===== config.mk =====
export PLATFORM = sky130hd
export DESIGN_NAME = dut_wrap_rr_sched
export DESIGN_NICKNAME = d
export VERILOG_FILES = /design/src/rtl/dut_wrap_rr_sched.sv
export SDC_FILE = /design/constraint.sdc
export NUM_CORES = 1
export LEC_CHECK = 0
export CAP_MARGIN = 20
export CORE_MARGIN = 8
export CORE_UTILIZATION = 33
export CTS_BUF_LIST = sky130_fd_sc_hd__clkbuf_4
export CTS_CLUSTER_SIZE = 12
export DETAILED_ROUTE_END_ITERATION = 8
export PLACE_DENSITY = 0.93
export SYNTH_ARGS = -nofsm -noshare
export SYNTH_HDL_FRONTEND = slang
export SYNTH_SLANG_ARGS = --single-unit

===== constraint.sdc =====
create_clock -name clk -period 3.9 [get_ports clk]
set_clock_uncertainty 0.1 [all_clocks]
set_input_delay 0.78 -clock clk [delete_from_list [all_inputs] [get_ports clk]]
set_output_delay 0.78 -clock clk [all_outputs]
set_load 0.05 [all_outputs]

===== src/rtl/dut_wrap_rr_sched.sv =====
// Round-robin scheduler sharing dut_wrap's in1/out1 channel pair among N_REQ requesters.
// Define SCHED_STATS_EN to add the per-requester grant_cnt output.
module dut_wrap_rr_sched #(
  parameter int N_REQ     = 4,
  parameter int W         = 16,
  parameter int TAG_DEPTH = 4
) (
  input  logic                           clk,
  input  logic                           rst_bar,
  input  logic [N_REQ*W-1:0]             req_value,
  input  logic [N_REQ-1:0]               req_vld,
  output logic [N_REQ-1:0]               req_rdy,
  output logic [W-1:0]                   rsp_value,
  output logic [N_REQ-1:0]               rsp_vld,
  input  logic [N_REQ-1:0]               rsp_rdy,
  output logic [W-1:0]                   in1_value,
  output logic                           in1_vld,
  input  logic                           in1_rdy,
  input  logic [W-1:0]                   out1_value,
  input  logic                           out1_vld,
  output logic                           out1_rdy,
  output logic [$clog2(TAG_DEPTH):0]     outstanding,
  output logic                           orphan_err
`ifdef SCHED_STATS_EN
  ,
  output logic [N_REQ*16-1:0]            grant_cnt
`endif
);

  localparam int GW = $clog2(N_REQ);
  localparam int PW = $clog2(TAG_DEPTH);
  localparam int CW = PW + 1;

  typedef enum logic {
    ST_IDLE,
    ST_GRANT
  } state_e;

  state_e          state_q, state_d;
  logic [GW-1:0]   gnt_q, gnt_d;
  logic [GW-1:0]   last_q, last_d;
  logic [PW-1:0]   wr_ptr_q, wr_ptr_d;
  logic [PW-1:0]   rd_ptr_q, rd_ptr_d;
  logic [CW-1:0]   count_q, count_d;
  logic            orphan_q, orphan_d;
  logic [GW-1:0]   tag_mem [TAG_DEPTH];

  logic            arb_found;
  logic [GW-1:0]   arb_pick;
  logic [GW-1:0]   arb_idx;
  logic            fifo_full;
  logic            fifo_empty;
  logic [GW-1:0]   head;
  logic            push;
  logic            pop;

  assign fifo_full  = (count_q == CW'(TAG_DEPTH));
  assign fifo_empty = (count_q == '0);
  assign head       = tag_mem[rd_ptr_q];

  // Scan last+1, last+2, ... so the most recent winner has lowest priority.
  always_comb begin
    // NOTE: every variable gets a default first so no path leaves one unassigned (no latch).
    arb_found = 1'b0;
    arb_pick  = last_q;
    arb_idx   = last_q;
    for (int k = 1; k <= N_REQ; k++) begin
      arb_idx = GW'((int'(last_q) + k) % N_REQ);
      if (!arb_found && req_vld[arb_idx]) begin
        arb_found = 1'b1;
        arb_pick  = arb_idx;
      end
    end
  end

  always_comb begin
    state_d = state_q;
    gnt_d   = gnt_q;
    last_d  = last_q;
    push    = 1'b0;
    case (state_q)
      ST_IDLE: begin
        if (arb_found && !fifo_full) begin
          gnt_d   = arb_pick;
          state_d = ST_GRANT;
        end
      end
      ST_GRANT: begin
        if (in1_rdy) begin
          push    = 1'b1;
          last_d  = gnt_q;
          state_d = ST_IDLE;
        end
      end
      default: state_d = ST_IDLE;
    endcase
  end

  // Issue side: only the locked grant sees in1_rdy.
  always_comb begin
    in1_vld   = (state_q == ST_GRANT);
    in1_value = '0;
    req_rdy   = '0;
    for (int i = 0; i < N_REQ; i++) begin
      if (gnt_q == GW'(i)) begin
        in1_value = req_value[i*W +: W];
        if (state_q == ST_GRANT) req_rdy[i] = in1_rdy;
      end
    end
  end

  // Response side: steer out1 to the requester recorded at the FIFO head.
  always_comb begin
    rsp_vld  = '0;
    out1_rdy = 1'b0;
    if (!fifo_empty) begin
      for (int i = 0; i < N_REQ; i++) begin
        if (head == GW'(i)) begin
          rsp_vld[i] = out1_vld;
          out1_rdy   = rsp_rdy[i];
        end
      end
    end
  end

  assign pop       = out1_vld && out1_rdy;
  assign rsp_value = out1_value;

  always_comb begin
    wr_ptr_d = push ? wr_ptr_q + PW'(1) : wr_ptr_q;
    rd_ptr_d = pop  ? rd_ptr_q + PW'(1) : rd_ptr_q;
    count_d  = count_q;
    case ({push, pop})
      2'b10:   count_d = count_q + CW'(1);
      2'b01:   count_d = count_q - CW'(1);
      default: count_d = count_q;
    endcase
    orphan_d = orphan_q | (out1_vld && fifo_empty);
  end

  always_ff @(posedge clk or negedge rst_bar) begin
    if (!rst_bar) begin
      // NOTE: sequential state uses non-blocking assignments so all flops update together.
      state_q  <= ST_IDLE;
      gnt_q    <= '0;
      last_q   <= GW'(N_REQ - 1);
      wr_ptr_q <= '0;
      rd_ptr_q <= '0;
      count_q  <= '0;
      orphan_q <= 1'b0;
    end else begin
      state_q  <= state_d;
      gnt_q    <= gnt_d;
      last_q   <= last_d;
      wr_ptr_q <= wr_ptr_d;
      rd_ptr_q <= rd_ptr_d;
      count_q  <= count_d;
      orphan_q <= orphan_d;
    end
  end

  // NOTE: tag storage has no reset; entries are only read while count_q says they are valid.
  always_ff @(posedge clk) begin
    if (push) tag_mem[wr_ptr_q] <= gnt_q;
  end

  assign outstanding = count_q;
  assign orphan_err  = orphan_q;

`ifdef SCHED_STATS_EN
  logic [N_REQ-1:0][15:0] cnt_q, cnt_d;

  always_comb begin
    cnt_d = cnt_q;
    for (int i = 0; i < N_REQ; i++) begin
      if (push && gnt_q == GW'(i) && cnt_q[i] != 16'hFFFF) cnt_d[i] = cnt_q[i] + 16'd1;
    end
  end

  always_ff @(posedge clk or negedge rst_bar) begin
    if (!rst_bar) cnt_q <= '0;
    else          cnt_q <= cnt_d;
  end

  assign grant_cnt = cnt_q;
`endif

endmodule

# After elaboration in Yosys (flattened, before gate mapping)
# Memories as Yosys holds them, arrays and structs flattened.
# Index checks and enable logic that the tools add are counted.
# word_totals
ff_bits,13
ramBits,8
in_bits,92
out_inout_bits,46
wordCells,90
mem_count,1
# op_classes
add_sub_neg,8
n_lt_le_gt_ge,4
n_eq_ne,9
n_mux,43
n_bitwise,2
n_reduce_logical,16
# mem_list
memory,words,width,read_ports,rd_ports_with_merged_regs,write_ports,line,rtl
tag_mem,4,2,1,0,1,46,logic [GW-1:0] tag_mem [TAG_DEPTH];
# ops
op,n
two-way mux 16 bit,4
two-way mux 1 bit,28
less-than comparator 2 x 3 -> 1 bit (second input constant),4
equality test 2 bit (second input constant),5
adder 2 x 1 -> 2 bit (second input constant),4
binary-select mux 1 bit (select 2 bit),4
two-way mux 2 bit,4
equality test 2 x 1 -> 1 bit (second input constant),3
logical AND 1 bit,6
case mux 3 bit (2 select lines),1
adder 2 bit (second input constant),2
logical NOT 1 bit,4
logical NOT 2 bit,2
two-way mux 4 bit,1
AND reduction 2 bit,2
adder 3 x 1 -> 3 bit (second input constant),1
equality test 3 bit (second input constant),1
logical NOT 3 bit,1
subtractor 3 x 1 -> 3 bit (second input constant),1
case mux 1 bit (2 select lines),1
nonzero test 2 bit,1
NOT 1 bit,1
bitwise OR 1 bit,1

# Depth between registers and ports, before layout
# Gate-level depths: netlist of the first run.
# depth
word_depth,16
mapped_depth,9

# Worst setup path before layout of the first run
# OpenSTA, ideal clock, no wires.
# synth_path
path_type,reg2out
from,register rd_ptr_q[0]
to,output port out1_rdy
arrival_time_ns,2.622
required_time_ns,3.020
setup_slack_ns,0.398
stages_incl_launch_ff,5
path_buffers,0
path_cell_list,dfrtp_1 mux4_1 mux2i_1 and2b_2 a211oi_1
# synth_via
elab_chain_cells,7
elab_cells_between_ends,10
cone_classes,eq/ne (3); mux (5); reduce/logical (1); memory (1)
# synth_rtl
item,line,rtl
"start, declared",43,"logic [PW-1:0] rd_ptr_q, rd_ptr_d;"
"start signal, assigned",156,rd_ptr_q <= rd_ptr_d;
memory (4 x 2 bit) (*),--,
logical NOT 2 bit,118,if (head == GW'(i)) begin
two-way mux 1 bit (3 in a row),118,
two-way mux 1 bit (*),118,
two-way mux 1 bit (*),116,if (!fifo_empty) begin
"end, declared",21,"output logic out1_rdy,"
# Every way passes the cells marked *; elsewhere a longest branch is shown, timed or not.

# Worst setup path in the final report of the first run
# layout_path
from,register rd_ptr_q[0]
to,output port rsp_vld[0]
# layout_via
elab_chain_cells,4
# layout_rtl
item,line,rtl
memory (4 x 2 bit),--,
logical NOT 2 bit,118,
two-way mux 1 bit,118,
two-way mux 4 bit,116,
"end, declared",14,"output logic [N_REQ-1:0] rsp_vld,"
# No other way between the ends.

==> key figures, run 1 <==
Setup path
  – R2R Setup Slk: 0.92 ns
  – Worst Setup Start Kind: register
  – Worst setup EP type: primary output
  – Crit-path cells: mux4_2 -> or3b_4 -> nor2_1 -> clkdlybuf4s50_1
  – Worst Path Arrival: 2.66 ns
  – Worst Setup Path Type: reg -> out
  – Cells on worst reg2reg path: 9
  – Worst R2R Start: rd_ptr_q[0]
  – CP Buf/Inv Count: 1
  – RR Endpoint: outstanding[2]
  – WP data required: 3.02 ns
  – Slowest CP cell: clkdlybuf4s50_1
  – CP max stage delay: 0.81 ns
  – Cell family with most CP delay: buffers and inverters
  – Worst-path maximum fanout: 4

Global route
  – Total GRT Usage: 13.4%
  – Initial antenna violation count: 0
  – Number of global-route vias before repair: 1,624
  – Largest net degree at the start of global routing: 25
  – First-pass GRT wire length: 7.75 mm
  – Grt total ovfl: 0

Yosys
  – Yosys top cell by area: mux4_2
  – Ys flop type: dfrtp_1
  – Synth cell count leaders: 17 x mux4_2, 16 x buf_4, 11 x dfrtp_1, 10 x inv_1, 9 x nor2_1
  – Post-Synthesis Cells: 128
  – Number of synthesized flops with an enable pin: 8
  – Asr flop ratio synth: 61.9%
  – Synthesized flop and latch total: 21
  – Avg Inst Size Synth: 12.3 sq um
  – Top cells by area, synth: mux4_2 24%, dfrtp_1 17%, edfxtp_1 15%, buf_4 7.6%, ha_1 4.0%
  – Netlist Area Pre-Place: 1580 sq um
  – Sequential share of the synthesized area: 36.1%
  – Yosys warning count: 0
  – Library cells used by synthesis: 33
  – Most common cell in the synthesized netlist: mux4_2
  – Net count after synthesis: 226
  – Top-area cell type share of the netlist area: 24.3%

Power
  – Cell Pwr Density: 796 nW/um^2
  – Worst IR Drop VDD: 0.354 mV
  – Leakage: 1.04 nW

Worst hold path
  – Hold Path Class: reg -> reg
  – Hold_sp: orphan_err
  – Hold depth: 1
  – Worst hold endpoint: orphan_err

CTS
  – Clk slew on worst S/H paths: 0.12 ns
  – Num CTS Buffers: 3
  – CTS tree: built
  – Hold_buf cts: 0
  – CTS H-Tree Depth: 1
  – TritonCTS sink count: 21
  – Clk buf depth: 2
  – Worst-Skew Late Latency: 0.30 ns
  – Clk root buf: clkbuf_4

Die
  – Rows: 25
  – Top Ports: 138
  – Core area: 4660 sq um
  – Die area: 7240 sq um
  – Die width: 85.1 um
  – Chip Height: 85.1 um
  – Initial Utilization: 33.8%

Routing
  – First DRT Iteration DRCs: 44
  – Vias per cell: 5.19
  – Routed length on met3: 576 um
  – Drt drc: 0
  – Wire length on met2: 2.55 mm
  – Drt first pass iters: 4
  – Top Layer Used: met4
  – Antenna Nets Post-Route: 0
  – Final WL: 4.94 mm
  – Wire per inst: 18.2 um
  – M1 WL: 1.73 mm
  – Via count: 1,411

Timing
  – Final setup viols: 0
  – Max-slew violations: 0
  – RSZ-0062 raised after global routing: false
  – Final period util: 90.7%
  – Fin Setup TNS: 0 ns
  – Final Critical Period: 3.54 ns
  – Final Hold Fails: 0
  – Slew @ Worst Pin: 0.889 ns
  – Fmax: 283 MHz
  – Slew margin rel.: 40.7%

Final layout
  – Layout cell share with drive strength beyond 1: 14.2%
  – Fillers: 401
  – Final net count: 317
  – FF+latch area: 568 sq um
  – Area of the multi-input gates: 831 sq um
  – Diodes inserted: 0
  – Final core occ: 55.9%
  – Synth-to-layout area growth: 65.5%

Run status
  – Status: complete, no violations

Place
  – Gpl congestion: 0.738
  – # port buffers: 105
  – DP HPWL: 4.28 mm

Job
  – Max-cap violations: 0
## logic make-up after synthesis
family,after synthesis,synth area share (%)
compound gates,15,6.59
xor+xnor,6,3.34
fa+ha+maj,6,5.24
buf+inv,31,11.2
flops,21,36.1
mux,23,29.2
simple gates,26,8.34
## flip-flops by register name, indices dropped and copies added, names as in the netlist
register,flops
tag_mem,8
outstanding,3
gnt_q,2
last_q,2
rd_ptr_q,2
wr_ptr_q,2
in1_vld,1
orphan_err,1
## worst max-delay path by stage
stage / slack, ns / startpoint / cells after the start / end
global placement: 0.45 / out1_vld / 4 / rsp_vld[0]
global route: 0.23 / rd_ptr_q[0] / 4 / rsp_vld[0]
CTS: 0.12 / rd_ptr_q[0] / 5 / out1_rdy
detailed placement: 0.42 / out1_vld / 4 / rsp_vld[0]
finish: 0.36 / rd_ptr_q[0] / 4 / rsp_vld[0]
floorplan: 0.40 / rd_ptr_q[0] / 4 / out1_rdy
## final cells by class
| type | instances | area share, % |
|---|---|---|
| well taps | 54 | 2.59 |
| inverters | 10 | 1.44 |
| clock inverters | 1 | 0.192 |
| repair buffers | 107 | 41.3 |
| flip-flops and latches | 21 | 21.8 |
| clock buffers | 3 | 0.864 |
| multi-input cells | 76 | 31.9 |
## power breakdown
part | switching, mW | internal (mW)
logic | 0.866 | 0.640
clock network | 0.0654 | 0.0383
registers | 0.129 | 0.336
total | 1.06 | 1.01
## metrics by stage
stage	total power [mW]	setup WS, ns	std cells	hold slack (ns)	cell area (sq um)
after floorplan	1.53	0.398	128	0.368	1580
after global placement	1.96	0.455	268	0.349	2580
after detailed placement	1.99	0.420	268	0.367	2580
after CTS	2.10	0.122	272	0.394	2610
after global routing	2.21	0.229	272	0.411	2610
final	2.07	0.364	272	0.381	2610
## cell usage in the layout (no fill, tap or decap), drive strengths merged, types with 4 or more instances in the layout
cell           instances
inv                   10
and3                   4
edfxtp                 8
clkdlybuf4s50        102
buf                    4
mux4                  18
nand2                  5
nor2                   9
ha                     5
mux2i                  4
dfrtp                 11
## per-layer routing
metal,global-route usage (%),up-vias
met4,5.18,0
met5,0,-
met3,6.76,6
met1,12.9,673
li1,-,642
met2,23.8,90
## what timing repair did
action,CTS,global route
buffers inserted,0,0
gates resized for setup,0,1
setup endpoints to repair,0,1
(Power assumes the default switching activity.)
==> inputs of run 2 (changes only) <==
- GPL_ROUTABILITY_DRIVEN: not set -> 1
==> results of run 2 <==
The final DEF is identical to that of run 1; final timing and power are the same.
